[src/rtl/trap_ctrl.sv]
// Machine-mode trap entry (ecall, optional timer irq) and mret sequencer; owns mstatus.MIE/MPIE.
// Define TRAP_CTRL_IRQ_EN to compile in the machine-timer interrupt path.
module trap_ctrl #(
  parameter logic [63:0] MTVEC_ALIGN_MASK = 64'hFFFF_FFFF_FFFF_FFFC
) (
  input  logic        clk,
  input  logic        rst_n,
  input  logic        ex_valid,
  input  logic        ex_ecall,
  input  logic        ex_mret,
  input  logic [63:0] ex_pc,
  input  logic        irq_timer,
  input  logic [63:0] mtvec_i,
  input  logic [63:0] mepc_i,
  input  logic        sw_csr_wen,
  input  logic [11:0] sw_csr_id,
  input  logic [63:0] sw_csr_wdata,
  output logic        stall,
  output logic        csr_wen,
  output logic [11:0] csr_id,
  output logic [63:0] csr_wdata,
  output logic        redirect_valid,
  output logic [63:0] redirect_pc,
  output logic [63:0] mstatus_o
);

  typedef enum logic [2:0] {
    IDLE       = 3'd0,
    SAVE_EPC   = 3'd1,
    SAVE_CAUSE = 3'd2,
    REDIRECT   = 3'd3,
    RET        = 3'd4
  } state_t;

  localparam logic [11:0] CSR_MSTATUS = 12'h300;
  localparam logic [11:0] CSR_MEPC    = 12'h341;
  localparam logic [11:0] CSR_MCAUSE  = 12'h342;
  localparam logic [63:0] CAUSE_IRQ   = 64'h8000_0000_0000_0007;
  localparam logic [63:0] CAUSE_ECALL = 64'h0000_0000_0000_000B;

  state_t      r_state;
  logic        r_mie;
  logic        r_mpie;
  logic [63:0] r_epc;
  logic [63:0] r_cause;

  logic w_idle_req;
  logic w_irq;
  logic w_take_irq;
  logic w_take_ecall;
  logic w_take_mret;
  logic w_accept;
  logic w_sw_mstatus;
  logic w_unused_wdata;

`ifdef TRAP_CTRL_IRQ_EN
  assign w_irq = irq_timer & r_mie;
`else
  logic w_unused_irq;
  assign w_unused_irq = irq_timer;
  assign w_irq        = 1'b0;
`endif

  assign w_unused_wdata = ^{sw_csr_wdata[63:8], sw_csr_wdata[6:4], sw_csr_wdata[2:0]};

  assign w_idle_req   = (r_state == IDLE) && ex_valid;
  assign w_take_irq   = w_idle_req && w_irq;
  assign w_take_ecall = w_idle_req && !w_irq && ex_ecall;
  assign w_take_mret  = w_idle_req && !w_irq && !ex_ecall && ex_mret;
  assign w_accept     = w_take_irq || w_take_ecall || w_take_mret;

  assign stall        = w_accept || (r_state != IDLE);
  // A software mstatus write is only honoured while the pipeline is free-running.
  assign w_sw_mstatus = sw_csr_wen && (sw_csr_id == CSR_MSTATUS) && !stall;

  always_ff @(posedge clk or negedge rst_n) begin
    if (!rst_n) begin
      r_state <= IDLE;
      r_mie   <= 1'b0;
      r_mpie  <= 1'b0;
      r_epc   <= '0;
      r_cause <= '0;
    end else begin
      case (r_state)
        IDLE: begin
          if (w_accept) begin
            r_epc <= ex_pc;
            if (!w_take_mret) r_cause <= w_take_irq ? CAUSE_IRQ : CAUSE_ECALL;
            r_state <= w_take_mret ? RET : SAVE_EPC;
          end else if (w_sw_mstatus) begin
            r_mie  <= sw_csr_wdata[3];
            r_mpie <= sw_csr_wdata[7];
          end
        end
        SAVE_EPC: begin
          r_mpie  <= r_mie;
          r_mie   <= 1'b0;
          r_state <= SAVE_CAUSE;
        end
        SAVE_CAUSE: r_state <= REDIRECT;
        REDIRECT:   r_state <= IDLE;
        RET: begin
          r_mie   <= r_mpie;
          r_mpie  <= 1'b1;
          r_state <= IDLE;
        end
        default:    r_state <= IDLE;
      endcase
    end
  end

  always_comb begin
    csr_wen        = 1'b0;
    csr_id         = '0;
    csr_wdata      = '0;
    redirect_valid = 1'b0;
    redirect_pc    = '0;
    case (r_state)
      SAVE_EPC: begin
        csr_wen   = 1'b1;
        csr_id    = CSR_MEPC;
        csr_wdata = r_epc;
      end
      SAVE_CAUSE: begin
        csr_wen   = 1'b1;
        csr_id    = CSR_MCAUSE;
        csr_wdata = r_cause;
      end
      REDIRECT: begin
        redirect_valid = 1'b1;
        redirect_pc    = mtvec_i & MTVEC_ALIGN_MASK;
      end
      RET: begin
        redirect_valid = 1'b1;
        redirect_pc    = mepc_i;
      end
      default: ;
    endcase
  end

  // MPP is hard-wired to M-mode; everything else outside MIE/MPIE reads zero.
  always_comb begin
    mstatus_o        = '0;
    mstatus_o[12:11] = 2'b11;
    mstatus_o[7]     = r_mpie;
    mstatus_o[3]     = r_mie;
  end

endmodule

[config.mk]
export PLATFORM = sky130hd
export DESIGN_NAME = trap_ctrl
export DESIGN_NICKNAME = d
export VERILOG_FILES = /design/src/rtl/trap_ctrl.sv
export SDC_FILE = /design/constraint.sdc
export NUM_CORES = 1
export LEC_CHECK = 0
export ABC_AREA = 1
export BUFFER_PORTS_ARGS = -buffer_cell sky130_fd_sc_hd__buf_2
export CORE_AREA = 2 2 185 187
export CTS_CLUSTER_DIAMETER = 30
export DETAILED_ROUTE_END_ITERATION = 12
export DIE_AREA = 0 0 187 189
export PLACE_DENSITY = 0.48
export SLEW_MARGIN = 30
export SYNTH_ARGS = -nofsm -noshare
export SYNTH_HDL_FRONTEND = slang
export SYNTH_SLANG_ARGS = --single-unit
[constraint.sdc]
create_clock -name clk -period 1.38 [get_ports clk]
set_input_delay 0.207 -clock clk [delete_from_list [all_inputs] [get_ports clk]]
set_output_delay 0.207 -clock clk [all_outputs]
set_load 0.005 [all_outputs]
==> flow_summary.json, run 1 <==
{
  "vias": 5370,
  "place_area_mm2": 0.006830,
  "crit_type": "register to primary output",
  "grt_overflow_total": 0,
  "fp.dieW_um": 187,
  "port_buffers": 347,
  "total_power_uw": 12350,
  "routed_via_density": 3.535,
  "ant_nets": 0,
  "hold_violations": 0,
  "power_frac_seq_pct": 26.8,
  "critical_path_arrival_ns": 1.71,
  "routed_wl_um": 23100,
  "die_h_um": 189,
  "place_hpwl_um": 18380,
  "grt_pass1_vias": 5008,
  "clkLatencyLatePin_ns": 0.34,
  "synth_area_leader_cell": "dfrtp_1",
  "cap_violations": 0,
  "synth_cell_types": 19,
  "synth_seq_area_share_pct": 37.89,
  "cts_max_level": 3,
  "die_area_mm2": 0.03534,
  "grt_pass1_wl_um": 31620,
  "hold_path_class": "primary input to register",
  "grt_max_degree": 71,
  "rr_startpoint": "r_state[0]",
  "drive_gt1_share_pct": 45.23,
  "pwr-share-clk_pct": 19.4,
  "period_share_pct": 139.1,
  "final_core_util_pct": 23.75,
  "clockBufferDepth": 2,
  "synthTopCellsByArea": "dfrtp_1 (38%), buf_4 (13%), nand2_1 (12%)",
  "power.density_mw_per_mm2": 1563,
  "period_minus_slack_ns": 1.919,
  "yosysWarnings": 0,
  "gp_congestion": 0.9065,
  "cts_buffers": 9,
  "switching_share_pct": 39.71,
  "fin_nets": 1340,
  "start_util_pct": 13.89,
  "route.detailed.drc": 0,
  "holdWs_ns": 0.06301,
  "fin_skew_ns": 0.01341,
  "yosysTopAreaCellShare_pct": 37.89,
  "grt_usage_pct": 12.16,
  "r2r_end": "r_epc[1]",
  "cts.sinks": 70,
  "hold_depth": 2,
  "setup_ws_ns": -0.5394,
  "ys_ff_latch": 70,
  "avgSynthCellArea_um2": 6.769,
  "avgRoutedWirePerCell_um": 15.21,
  "rsz0062_at_grt": "yes",
  "crit_path_start_kind": "register",
  "required_ns": 1.17,
  "ios": 482,
  "synth.cell_area_mm2": 0.004623,
  "stdcell_area_mm2": 0.007905,
  "p_comb_share_pct": 53.8,
  "fmax_mhz": 521.0,
  "p_int_uw": 7447,
  "coreArea_mm2": 0.03328,
  "cts_tree": "yes",
  "path_clk_slew_ns": 0.07,
  "first_iter_violations": 177,
  "syn_inst": 683,
  "slew_violations": 0,
  "r2r_setup_slack_ns": -0.37,
  "status": "finished, violations left",
  "min-delay-start": "ex_ecall",
  "end_kind": "primary output",
  "post-place-ws_ns": -0.3980,
  "violations": "setup timing",
  "min_to": "r_state[2]",
  "setup_viol": 203,
  "max-vdd-ir-drop_mv": 0.5696,
  "placementRows": 67,
  "ctsRootBufferMaster": "clkbuf_16",
  "first_pass_iters": 4,
  "p_sw_uw": 4905,
  "worstRegToRegCells": 10,
  "areaGrowthSynthToFinish_pct": 70.99,
  "leakage_uw": 0.004545,
  "antenna_found_initial": 5,
  "worstPathMaxFanout": 7
}
==> repair_timing <==
| item | CTS | global route |
|---|---|---|
| pin swaps | 2 | 6 |
| cloned | 3 | 10 |
| hold buffers | 1 | 0 |
| setup endpoints to repair | 202 | 203 |
| resized for setup | 75 | 65 |
| setup buffers | 7 | 6 |
| endpoints found under the hold margin | 70 | 0 |
==> through the flow <==
| stage | instances | setup TNS (ns) |
|---|---|---|
| CTS | 1503 | -77.14 |
| detailed placement | 1476 | -26.13 |
| finish | 1519 | -77.96 |
| floorplan | 750 | 0 |
| global placement | 1476 | -24.96 |
| global route | 1518 | -98.37 |
==> per-layer routing <==
| metal | global-route usage, % | wire [µm] |
|---|---|---|
| met4 | 3.999 | 629 |
| met2 | 22.38 | 11900 |
| met1 | 13.58 | 8984 |
| met5 | 0 | 26 |
| met3 | 3.207 | 1560 |
==> registers in the layout, indices dropped and copies added (netlist names) <==
signal and count:
r_state 3, r_epc 64, r_mie 1, r_cause 1, r_mpie 1
==> critical path, cell delays in order, from the launching register on <==
cell and delay, ns:
dfrtp_2 0.44, nor2_4 0.15, nand2_4 0.08, inv_6 0.08
buf_12 0.15, buf_6 0.12, nand2_1 0.06, o21ai_1 0.13
buf_2 0.16
==> worst max-delay path by stage <==
stage	from	endpoint	slack, ns	cells past startpoint
3_3_place_gp	r_state[2]	redirect_pc[17]	-0.40	6
4_1_cts	r_state[2]	redirect_pc[42]	-0.55	9
2_1_floorplan	r_state[0]	csr_id[6]	0.06	3
3_5_place_dp	r_state[2]	redirect_pc[19]	-0.40	7
5_1_grt	r_state[1]	csr_wdata[16]	-0.60	6
6_report	r_state[0]	redirect_pc[49]	-0.54	8
==> synth_stat cells <==
cell / number
a21oi_2: 1
a31oi_1: 1
buf_2: 14
buf_4: 80
buf_6: 7
clkbuf_1: 6
conb_1: 2
dfrtp_1: 70
inv_1: 139
inv_2: 1
nand2_1: 147
nand3_1: 7
nand3b_1: 1
nor2_1: 71
nor2_4: 1
nor3_1: 2
o21ai_0: 74
o21ai_1: 56
or2_2: 3
==> area by class of cell <==
class	count	area, µm²
sequential	70	1753
clock inverter	6	70.07
timing repair buffer	411	2663
multi-input combinational	433	2097
tap	448	560.5
fill	3757	25380
antenna	1	2.502
clock buffer	10	229.0
inverter	140	530.5
==> cells by family after synthesis <==
logic type             Yosys count  synth area share [%]
AOI/OAI and AO/OA              132                 14.40
buffers and inverters          247                 28.07
DFF                             70                 37.89
other                            2                0.1624
and+or+nand+nor                232                 19.49
==> placed cells by master (no fill, tap or decap), types with 6 or more instances in the layout <==
cell type	count
nand2_2	10
o21ai_1	77
nand2_4	6
buf_4	30
nor2_1	70
nand2_1	131
buf_2	344
clkbuf_16	17
o21ai_2	22
buf_12	11
conb_1	69
inv_1	136
o21ai_0	27
buf_6	10
dfrtp_1	69
==> power by group through the flow <==
stage	clock, µW	combinational (µW)	sequential [µW]
4_1_cts	2490	6080	3310
6_report	2390	6650	3310
3_5_place_dp	0	5620	3340
5_1_grt	2570	7430	3410
3_3_place_gp	0	5610	3320
2_1_floorplan	0	3060	3260
Power figures use the tool's default switching activity.
==> inputs of run 2 (changes only) <==
- CTS_CLUSTER_DIAMETER: 30 -> 40
- RECOVER_POWER: unset -> 100
==> run 2 against run 1 <==
The run still ends with setup timing left. Combinational power barely moved. First-iteration DRC count fell by 7.3%. Utilization barely moved. Final area fell by 0.14%. Sequential share of layout area barely moved.
==> flow_summary.json, run 2 (synthesis gave the netlist of run 1 again) <==
{
  "reg.largest.list": "r_epc (64), r_state (3)",
  "avgRoutedWirePerCell_um": 15.22,
  "power.density_mw_per_mm2": 1562,
  "largest_reg_flops": 64,
  "worstRegToRegCells": 10,
  "grt_max_degree": 71,
  "placementRows": 67,
  "period_minus_slack_ns": 1.917,
  "top_layer_used": "met5",
  "leakage_uw": 0.004534,
  "p_int_uw": 7435,
  "fmax_mhz": 521.5,
  "die_area_mm2": 0.03534,
  "clockBufferDepth": 2,
  "p_comb_share_pct": 53.8,
  "max-vdd-ir-drop_mv": 0.5696,
  "setup_ws_ns": -0.5375,
  "register_area_mm2": 0.001753,
  "fp.dieW_um": 187,
  "violations": "setup timing",
  "slew_violations": 0,
  "min-delay-start": "ex_ecall",
  "end_kind": "primary output",
  "p_sw_uw": 4896,
  "die_h_um": 189,
  "required_ns": 1.17,
  "hold_violations": 0,
  "tightest_slew_ns": 0.6984,
  "nFillCells": 3759,
  "cp-startpoint": "r_state[0]",
  "r2r_end": "r_epc[1]",
  "power_frac_seq_pct": 26.8,
  "gp_congestion": 0.9065,
  "hold_path_class": "primary input to register",
  "rsz0062_at_grt": "yes",
  "ios": 482,
  "final_cell_mix": "buf_2 (342), inv_1 (136), nand2_1 (131), o21ai_1 (77), nor2_1 (70)",
  "status": "finished, violations left",
  "areaGrowthSynthToFinish_pct": 70.74,
  "multi_input_area_mm2": 0.002097,
  "ant_nets": 0,
  "r2r_setup_slack_ns": -0.39,
  "total_power_uw": 12330,
  "coreArea_mm2": 0.03328,
  "antenna_found_initial": 5,
  "first_iter_violations": 164,
  "clkLatencyLatePin_ns": 0.34,
  "met3_length_um": 1520,
  "start_util_pct": 13.89,
  "final_core_util_pct": 23.72,
  "routed_via_density": 3.543,
  "routed_wl_um": 23120,
  "first_pass_iters": 4,
  "pwr-share-clk_pct": 19.3,
  "setup_viol": 203,
  "drive_gt1_share_pct": 45.05,
  "cts_tree": "yes",
  "ctsRootBufferMaster": "clkbuf_16",
  "dr_wl_met2_um": 11940,
  "regMostFlops": "r_epc",
  "switching_share_pct": 39.71,
  "crit_path_start_kind": "register",
  "worstPathMaxFanout": 7,
  "vias": 5382,
  "place_hpwl_um": 18380,
  "grt_usage_pct": 12.16,
  "port_buffers": 347,
  "cts_buffers": 9,
  "cap_violations": 0,
  "slew_headroom_pct": 53.44,
  "m1WireLength_um": 9022,
  "mostFrequentLayoutCell": "buf_2",
  "fin_nets": 1340,
  "grt_pass1_vias": 5008,
  "path_clk_slew_ns": 0.07,
  "route.detailed.drc": 0,
  "fin_skew_ns": 0.01492,
  "critical_path_arrival_ns": 1.71,
  "crit_type": "register to primary output",
  "grt_pass1_wl_um": 31620,
  "period_share_pct": 138.9,
  "cts.sinks": 70,
  "hold_depth": 2,
  "cts_max_level": 3,
  "rr_startpoint": "r_state[0]",
  "grt_overflow_total": 0,
  "min_to": "r_state[2]"
}
==> run 2: changes by cell type in the layout (fill, tap and decap cells not counted) <==
cell | before | now
buf_6 | 10 | 11
clkbuf_1 | 1 | 3
buf_2 | 344 | 342
clkbuf_4 | 0 | 2
buf_4 | 30 | 28
buf_12 | 11 | 10
==> run 2: how the worst max path moves through the flow <==
stage | endpoint | slack [ns] | cells after the start
2_1_floorplan | csr_id[6] | 0.06 | 3
3_3_place_gp | redirect_pc[17] | -0.40 | 6
3_5_place_dp | redirect_pc[19] | -0.40 | 7
4_1_cts | redirect_pc[42] | -0.55 | 9
5_1_grt | csr_wdata[16] | -0.60 | 6
6_report | redirect_pc[49] | -0.54 | 8
==> run 2: worst max-delay path, stage by stage, from the launching register on <==
cell and delay (ns):
dfrtp_2 0.44, nor2_4 0.15, nand2_4 0.08, inv_6 0.08
buf_12 0.15, buf_6 0.12, nand2_1 0.06, o21ai_1 0.13
buf_2 0.16
==> run 2: power groups by stage <==
stage | Clock (µW) | Combinational (µW) | Sequential (µW)
2_1_floorplan | 0 | 3060 | 3260
3_5_place_dp | 0 | 5620 | 3340
5_1_grt | 2570 | 7420 | 3410
4_1_cts | 2490 | 6080 | 3310
6_report | 2380 | 6640 | 3310
3_3_place_gp | 0 | 5610 | 3320
==> run 2: timing repair <==
| item | 4_1_cts | 5_1_grt |
|---|---|---|
| resized for setup | 75 | 65 |
| pin swaps | 2 | 6 |
| hold buffers | 1 | 0 |
| endpoints found under the hold margin | 70 | 0 |
| cloned | 3 | 10 |
| setup endpoints to repair | 202 | 203 |
| buffers inserted | 7 | 6 |
==> run 2: routing by layer <==
layer	GRT usage (%)	vias to the layer above
met5	0	-
met4	3.999	4
met3	3.207	26
met2	22.38	266
met1	13.58	2424
li1	-	2662
==> run 2: final cells by class <==
class                           count  share of cell area [%]
Timing Repair Buffer              411                   33.59
Multi-Input combinational cell    433                   26.57
Sequential cell                    70                   22.21
Tap cell                          448                   7.101
Inverter                          140                   6.721
Clock buffer                       10                   2.901
Clock inverter                      6                  0.8876
Antenna cell                        1                 0.03170
==> run 2: metrics by stage <==
step           instances  hold WS, ns  setup WS (ns)  instance area (µm²)  setup TNS [ns]
6_report            1519      0.06215        -0.5375                 7894          -79.50
5_1_grt             1518      0.05236        -0.5997                 7891          -99.92
4_1_cts             1503      0.03155        -0.5470                 7472          -77.14
3_5_place_dp        1476       0.2674        -0.3980                 6830          -26.13
3_3_place_gp        1476       0.2673        -0.4030                 6830          -24.96
2_1_floorplan        750     -0.08859        0.06005                 4875               0
==> inputs of run 3 (changes only) <==
- CORE_AREA: 2 2 185 187 -> 4 4 187 189
- DIE_AREA: 0 0 187 189 -> 0 0 191 193
==> run 3 against run 2 <==
The flow still finishes with violations (setup timing). Sequential power barely moved. Count of clock-buffer cells in the layout grew 1. Wire length grew 3.3%. Die area up 4.3%. Critical path depth stayed put. Utilization rose by 3.2 points. Clock skew shrank 0.0034 ns. Critical path type unchanged. Highest routed layer is now met4.
==> flow_summary.json, run 3 (synthesis gave the netlist of run 1 again) <==
{
  "coreArea_mm2": 0.03328,
  "ios": 482,
  "die_area_mm2": 0.03686,
  "grt_pass1_vias": 5239,
  "fin_nets": 1354,
  "setup_viol": 204,
  "power.density_mw_per_mm2": 1599,
  "violations": "setup timing",
  "fin_skew_ns": 0.01150,
  "avgRoutedWirePerCell_um": 15.59,
  "hold_depth": 3,
  "routed_via_density": 3.599,
  "place_hpwl_um": 16270,
  "required_ns": 1.17,
  "fmax_mhz": 536.6,
  "grt_pass1_wl_um": 29000,
  "hold_path_class": "primary input to register",
  "regMostFlops": "r_epc",
  "slew_headroom_pct": 55.53,
  "vias": 5513,
  "nFillCells": 3612,
  "route.detailed.drc": 0,
  "crit_type": "register to primary output",
  "leakage_uw": 0.004964,
  "grt_overflow_total": 0,
  "cts.sinks": 70,
  "path_clk_slew_ns": 0.07,
  "place_area_mm2": 0.006850,
  "critical_path_arrival_ns": 1.66,
  "period_minus_slack_ns": 1.863,
  "cts_max_level": 3,
  "largest_reg_flops": 64,
  "gp_congestion": 0.7718,
  "max-vdd-ir-drop_mv": 0.6231,
  "grt_max_degree": 71,
  "end_kind": "primary output",
  "multi_input_area_mm2": 0.002673,
  "mostFrequentLayoutCell": "buf_2",
  "final_cell_mix": "buf_2 (329), inv_1 (135), nand2_1 (82), o21ai_1 (72), conb_1 (69)",
  "cap_violations": 0,
  "rsz0062_at_grt": "yes",
  "routed_wl_um": 23880,
  "fin_cells": 1532,
  "status": "finished, violations left",
  "total_power_uw": 14350,
  "ant_nets": 0,
  "port_buffers": 347,
  "clkLatencyLatePin_ns": 0.35,
  "crit_path_start_kind": "register",
  "antenna_found_initial": 0,
  "fp.dieW_um": 191,
  "start_util_pct": 13.89,
  "areaGrowthSynthToFinish_pct": 94.10,
  "first_iter_violations": 203,
  "cts_tree": "yes",
  "stdcell_area_mm2": 0.008974,
  "clockBufferDepth": 2,
  "register_area_mm2": 0.001755,
  "die_h_um": 193,
  "drive_gt1_share_pct": 57.29,
  "first_pass_iters": 4,
  "setup_tns_ns": -75.41,
  "period_share_pct": 135.0,
  "slew_violations": 0,
  "tightest_slew_ns": 0.6670,
  "worstRegToRegCells": 11,
  "grt_usage_pct": 10.36,
  "placementRows": 67,
  "worstPathMaxFanout": 8,
  "reg.largest.list": "r_epc (64), r_state (3)",
  "ctsRootBufferMaster": "clkbuf_16",
  "cts_buffers": 9,
  "diodes": 0,
  "dp_cells": 1477,
  "setup_ws_ns": -0.4835,
  "hold_violations": 0
}
==> run 3: cell count changes in the layout (fill, tap and decap cells not counted), moves of 18 or more <==
| cell | previous run | this run |
|---|---|---|
| nand2_1 | 131 | 82 |
| nand2_2 | 10 | 40 |
| nand2_4 | 6 | 25 |
| nor2_1 | 70 | 21 |
| nor2_2 | 1 | 26 |
| nor2_4 | 1 | 25 |
| o21ai_0 | 27 | 9 |
| o21ai_2 | 22 | 40 |
==> run 3: area by class of cell <==
type	count	share of cell area [%]
clock buffers	11	2.817
clock inverters	5	0.6274
multi-input cells	433	29.78
repair buffers	425	34.86
inverters	140	6.107
well taps	448	6.247
flip-flops and latches	70	19.56
==> run 3: stage by stage <==
step           utilization (%)  hold slack [ns]  setup WS (ns)
6_report                 26.96          0.07435        -0.4835
5_1_grt                  26.96          0.06733        -0.5805
4_1_cts                  22.79          0.05627        -0.5079
3_5_place_dp             20.58           0.2594        -0.2936
3_3_place_gp             20.58           0.2585        -0.3015
2_1_floorplan                -         -0.08859        0.06005
==> run 3: metal layers <==
metal | track usage, % | part of all wire [%] | wire length [µm]
met5 | 0 | 0 | 0
met4 | 3.232 | 2.5 | 596
met3 | 2.539 | 6.7 | 1593
met2 | 19.59 | 54 | 12990
met1 | 11.42 | 36 | 8699
==> run 3: path summary, 6_finish.rpt <==
path | from | to | slack (ns)
worst max-delay path | r_state[0] | redirect_pc[4] | -0.48
worst min-delay path | ex_pc[46] | r_epc[46] | 0.07
worst max register to register | r_state[0] | r_epc[4] | -0.39
worst min register to register | r_mie | r_mie | 0.50
max in group asynchronous | rst_n | r_state[2] | 0.33
min in group asynchronous | rst_n | r_epc[7] | 0.54
==> run 3: report_power, final <==
group	leakage (µW)	switching, µW	internal (µW)
logic	0.00396	4510	4050
registers	0.000856	311	3020
clock network	0.000152	962	1500
==> run 3: what timing repair did <==
| action | CTS | global route |
|---|---|---|
| gates resized for setup | 124 | 255 |
| gates cloned | 4 | 19 |
| setup buffers | 6 | 12 |
| endpoints found under the hold margin | 70 | 0 |
| endpoints found under the setup margin | 202 | 204 |
| hold buffers | 1 | 0 |
| pin swaps | 2 | 7 |
==> run 3: critical path, stage by stage (launching register included) <==
cell	delay, ns
dfrtp_2	0.43
nor2_4	0.15
nand2_4	0.09
clkinv_8	0.08
buf_12	0.15
buf_12	0.15
nand2_2	0.05
o21ai_2	0.06
buf_2	0.14
